### src/rtl/orb_orient_pkg.sv
// orb_orient_pkg: shared constants, boundary tables and FSM states for the orientation quantiser
//   BW_IDX, N_BIN, BW_TRIG : index width, bin count, boundary constant width
//   C_TAB / S_TAB          : round(cos/sin(j*pi/50) * 2^11) for j = 1..24, entry 0 unused
//   state_t                : IDLE -> SEARCH -> DONE -> IDLE
package orb_orient_pkg;
   localparam int BW_IDX  = 5;
   localparam int N_BIN   = 25;
   localparam int BW_TRIG = 12;
   localparam logic [BW_TRIG-1:0] C_TAB [N_BIN] = '{
      12'd0,    12'd2044, 12'd2032, 12'd2012, 12'd1984, 12'd1948, 12'd1904, 12'd1853,
      12'd1795, 12'd1729, 12'd1657, 12'd1578, 12'd1493, 12'd1402, 12'd1305, 12'd1204,
      12'd1097, 12'd987,  12'd872,  12'd754,  12'd633,  12'd509,  12'd384,  12'd257,
      12'd129
   };
   localparam logic [BW_TRIG-1:0] S_TAB [N_BIN] = '{
      12'd0,    12'd129,  12'd257,  12'd384,  12'd509,  12'd633,  12'd754,  12'd872,
      12'd987,  12'd1097, 12'd1204, 12'd1305, 12'd1402, 12'd1493, 12'd1578, 12'd1657,
      12'd1729, 12'd1795, 12'd1853, 12'd1904, 12'd1948, 12'd1984, 12'd2012, 12'd2032,
      12'd2044
   };
   typedef enum logic [1:0] {IDLE, SEARCH, DONE} state_t;
endpackage

### src/rtl/orient_boundary_lut.sv
// orient_boundary_lut: combinational boundary lookup, mid -> {C[mid], S[mid]}
//   mid   : boundary number 1..24 (codes outside the table return 0)
//   c, s  : Q1.11 cos/sin of the boundary angle
module orient_boundary_lut
   import orb_orient_pkg::*;
(
   input  logic [BW_IDX-1:0]  mid,
   output logic [BW_TRIG-1:0] c,
   output logic [BW_TRIG-1:0] s
);
   always_comb begin
      c = (int'(mid) < N_BIN) ? C_TAB[mid] : '0;
      s = (int'(mid) < N_BIN) ? S_TAB[mid] : '0;
   end
endmodule

### src/rtl/orientation_bin_search.sv
// orientation_bin_search: folds (m10, m01) into quadrant I and binary-searches the pi/50 angle bin
//   clk, rst                 : clock, synchronous active-high reset
//   in_valid/in_ready        : moment pair handshake, accepted only in IDLE
//   m10, m01                 : signed centroid moments
//   out_valid/out_ready      : result handshake, held in DONE until taken
//   out_index                : bin 0..24
//   out_cos_neg, out_sin_neg : quadrant sign flags for the downstream cos/sin LUT
module orientation_bin_search
   import orb_orient_pkg::*;
#(
   parameter int BW_M = 20
) (
   input  logic                   clk,
   input  logic                   rst,
   input  logic                   in_valid,
   output logic                   in_ready,
   input  logic signed [BW_M-1:0] m10,
   input  logic signed [BW_M-1:0] m01,
   output logic                   out_valid,
   input  logic                   out_ready,
   output logic [BW_IDX-1:0]      out_index,
   output logic                   out_cos_neg,
   output logic                   out_sin_neg
);
   state_t                    state, state_nx;
   logic [BW_M-1:0]           ax, ay;
   logic                      cos_neg, sin_neg, zero;
   logic [BW_IDX-1:0]         lo, hi, mid;
   logic [BW_IDX:0]           mid_sum;
   logic [2:0]                iter;
   logic [BW_TRIG-1:0]        c_mid, s_mid;
   logic [BW_M+BW_TRIG-1:0]   lhs, rhs;
   logic                      ge;
   orient_boundary_lut u_lut (.mid(mid), .c(c_mid), .s(s_mid));
   // One extra bit so lo+hi+1 cannot wrap before the halving
   assign mid_sum = {1'b0, lo} + {1'b0, hi} + {{BW_IDX{1'b0}}, 1'b1};
   assign mid     = mid_sum[BW_IDX:1];
   // Angle >= boundary  <=>  ay*cos(b) >= ax*sin(b), full-width products
   assign lhs = ay * c_mid;
   assign rhs = ax * s_mid;
   assign ge  = lhs >= rhs;
   assign in_ready    = state == IDLE;
   assign out_valid   = state == DONE;
   assign out_index   = zero ? '0 : lo;
   assign out_cos_neg = cos_neg & ~zero;
   assign out_sin_neg = sin_neg & ~zero;
   always_comb begin
      state_nx = state;
      state_nx = (state == IDLE && in_valid)      ? SEARCH :
                 (state == SEARCH && iter == 3'd4) ? DONE   :
                 (state == DONE && out_ready)      ? IDLE   : state;
   end
   always_ff @(posedge clk) begin
      if (rst) begin
         state   <= IDLE;
         ax      <= '0;
         ay      <= '0;
         cos_neg <= 1'b0;
         sin_neg <= 1'b0;
         zero    <= 1'b0;
         lo      <= '0;
         hi      <= '0;
         iter    <= '0;
      end else begin
         state <= state_nx;
         if (in_valid && in_ready) begin
            // Two's-complement negate keeps |-2^(BW_M-1)| exact as an unsigned value
            ax      <= m10[BW_M-1] ? (~m10 + 1'b1) : m10;
            ay      <= m01[BW_M-1] ? (~m01 + 1'b1) : m01;
            cos_neg <= m10[BW_M-1];
            sin_neg <= m01[BW_M-1];
            zero    <= (m10 == '0) && (m01 == '0);
            lo      <= '0;
            hi      <= BW_IDX'(N_BIN - 1);
            iter    <= '0;
         end else if (state == SEARCH) begin
            if (lo != hi) begin
               lo <= ge ? mid : lo;
               hi <= ge ? hi : mid - BW_IDX'(1);
            end
            iter <= iter + 3'd1;
         end
      end
   end
endmodule

### config.mk
export PLATFORM = sky130hd
export DESIGN_NAME = orientation_bin_search
export DESIGN_NICKNAME = d
export VERILOG_FILES = /design/src/rtl/orb_orient_pkg.sv /design/src/rtl/orient_boundary_lut.sv /design/src/rtl/orientation_bin_search.sv
export SDC_FILE = /design/constraint.sdc
export NUM_CORES = 1
export LEC_CHECK = 0
export BUFFER_PORTS_ARGS = -buffer_cell sky130_fd_sc_hd__buf_2
export CORE_ASPECT_RATIO = 0.6
export CORE_MARGIN = 2
export CORE_UTILIZATION = 65
export CTS_CLUSTER_DIAMETER = 100
export DETAILED_ROUTE_END_ITERATION = 12
export PLACE_DENSITY_LB_ADDON = 0.12
export SLEW_MARGIN = 10
export SYNTH_ARGS = -nofsm -noshare
export SYNTH_HDL_FRONTEND = slang
export SYNTH_SLANG_ARGS = --single-unit
### constraint.sdc
create_clock -name clk -period 14.6 [get_ports clk]
set_clock_uncertainty 0.2 [all_clocks]
set_input_delay 2.92 -clock clk [delete_from_list [all_inputs] [get_ports clk]]
set_output_delay 2.92 -clock clk [all_outputs]
set_load 0.01 [all_outputs]
==> impl_metrics.json <==
{
  "dpl_cell_area_sq_um": 19800,
  "clkSinkCount": 58,
  "drive_gt1_share_pct": 4.84,
  "dieArea_sq_um": 31200,
  "postCtsHoldBufs": 0,
  "crit_start": "lo[1]",
  "dieWidth_um": 227,
  "rrSetupSlack_ns": 3.08,
  "cp_max_fo": 26,
  "setup_tns_ns": 0,
  "r2r_end": "lo[4]",
  "rr_worst_depth": 33,
  "dieHeight_um": 138,
  "crit_slowest_cell": "o211ai_1",
  "hold_ws_ns": 0.265,
  "syn_inst": 2375,
  "synth.avg_cell_area_sq_um": 8.15,
  "drt-pass1-iter-count": 5,
  "rows": 48,
  "ant_nets": 0,
  "critPathCapture": "lo[4]",
  "vias_per_cell": 5.86,
  "synthArstFlopShare_pct": 0,
  "fin_crit_ns": 11.52,
  "crit_path_start_kind": "register",
  "synth-seq-cells": 58,
  "syn_area_sq_um": 19400,
  "ctsHtreeMaxLevel": 3,
  "yosysWarnings": 0,
  "routedWlPerCell_um": 17.5,
  "mostFrequentLayoutCells": "inv_1, nand2_1, fa_1",
  "grtUsageTotal_pct": 32.7,
  "syn_to_final_growth_pct": 3.87,
  "yosysSeqAreaShare_pct": 6.00,
  "finalHoldViolCount": 0,
  "synth_top_flop_cell": "dfxtp_1",
  "max-cap-violations": 0,
  "syn_nets": 2969,
  "vias": 16000,
  "cts_buffers": 9,
  "layout.nets": 2923,
  "antenna_found_initial": 0,
  "routabilityCongestion": 0.924,
  "cp_common_cell": "fa_1",
  "drc": 0,
  "pin_count": 53,
  "rsz0062_at_grt": "no",
  "dp_hpwl_um": 39100,
  "synth.distinct_cells": 65,
  "clk_path_buf_depth": 2,
  "status": "finished clean",
  "initial_core_util_pct": 66.7,
  "cts_tree": "yes",
  "grt_overflow": 0,
  "cts-root-buf": "clkbuf_16",
  "hold_path_class": "reg -> reg",
  "synth-edff-count": 0,
  "grt_max_degree": 80,
  "cts_setup_buffers": 0,
  "grt_pass1_wl_um": 80600,
  "end_kind": "register",
  "clk_pin_slew_ns": 0.05,
  "worst-slew-pin-transition_ns": 1.07,
  "max_stage_delay_ns": 0.85,
  "cp.arrival_ns": 11.55,
  "maxSlewViolCount": 0,
  "wirelength_um": 47900,
  "ctsResizeCount": 0,
  "achievable-frequency_mhz": 86.8,
  "setup_violations": 0,
  "drt_iter0_drc": 1120,
  "grt_pass1_vias": 16000,
  "port_buffers": 52,
  "required_ns": 14.63,
  "r2r-start": "lo[1]",
  "design.core.area_sq_um": 29000,
  "relSlewSlack_pct": 28.4,
  "design_area_sq_um": 20100,
  "final_common_cell": "inv_1",
  "finalCritPeriodShare_pct": 78.9,
  "crit_type": "reg -> reg",
  "clock_latency_ns": 0.33
}
-- worst min-delay path by stage --
| stage | start | end | slack (ns) | cells after the start |
|---|---|---|---|---|
| final | cos_neg | cos_neg | 0.27 | 2 |
| after global routing | sin_neg | sin_neg | 0.31 | 2 |
| after CTS | cos_neg | cos_neg | 0.27 | 2 |
| after detailed placement | cos_neg | cos_neg | 0.26 | 2 |
| after global placement | cos_neg | cos_neg | 0.24 | 2 |
| after floorplan | cos_neg | cos_neg | 0.23 | 2 |
-- per-layer routing --
metal	track usage, %	vias up	part of all wire (%)
met3	8.51	81	11
met1	47.5	7880	45
met4	8.22	0	1.7
li1	-	7339	-
met2	48.7	731	42
met5	0	-	0
-- state kept, by name, indices dropped and copies added (netlist names) --
| signal | flops |
|---|---|
| ax | 20 |
| hi | 5 |
| sin_neg | 1 |
| iter | 3 |
| zero | 1 |
| ay | 20 |
| lo | 5 |
| cos_neg | 1 |
| state | 2 |
-- worst max-delay path, delay by kind of cell, from the launching register on --
family          cells  cell delay (ns)
compound gates     13             4.72
xor+xnor            1             0.07
fa+ha+maj           8             3.53
buf+inv             4             0.77
flops               1             0.32
simple gates        7             1.78
-- cell type report --
class                      instances  area [sq um]
antenna                            1          2.50
clock buffer                      11           243
clock inverter                     5          53.8
fill                            2417          8900
inverter                         470          1760
multi-input combinational       1717         16000
sequential                        58          1160
tap                              400           500
timing repair buffer              73           418
-- stage by stage --
step / setup WS [ns] / utilization [%] / cells
after floorplan: 5.49 / - / 2375
after global placement: 3.85 / 68.3 / 2718
after detailed placement: 3.35 / 68.3 / 2718
after CTS: 3.29 / 69.3 / 2734
after global routing: 2.38 / 69.3 / 2734
final: 3.08 / 69.3 / 2735
-- kinds of logic (layout without fill, tap and decap cells) --
group	Yosys count	in the layout	share of synthesized area (%)
adder cells (fa/ha/maj)	550	550	48.2
AO/OA/AOI/OAI	343	343	11.8
flip-flops	58	58	6.00
multiplexers	7	7	0.368
buffers and inverters	600	559	11.8
other	0	1	0
AND/OR/NAND/NOR	735	735	18.1
XOR/XNOR	82	82	3.71
-- cell usage after synthesis, drive strengths merged (3+ instances only) --
master	n	share of area [%]
xnor2	32	1.4
o211ai	13	0.50
fa	327	34
xor2	50	2.3
nor4	5	0.16
nand3	32	0.83
o221ai	3	0.14
or4	9	0.39
buf	25	0.65
o22ai	4	0.13
a21oi	79	2.0
a211oi	52	2.0
and3	8	0.26
dfxtp	58	6.0
a221oi	3	0.14
a21o	35	1.4
nor2b	17	0.55
ha	223	14
o41ai	5	0.32
a211o	4	0.18
nand2	334	6.5
o311a	3	0.16
nor3	24	0.62
mux2i	6	0.31
nand2b	9	0.29
inv	470	9.1
a31o	6	0.27
o21bai	8	0.31
or2	6	0.21
a311oi	5	0.23
o31a	3	0.14
clkbuf	105	2.0
o31ai	20	0.78
nand3b	3	0.12
o21a	10	0.39
or3	9	0.32
and2	169	5.5
nor2	95	1.8
nor3b	3	0.12
o21ai	60	1.6
nand4	9	0.29
a31oi	15	0.48
Power is not shown: default switching activity piles up to over one toggle a cycle in this logic, so the estimate is an artifact.
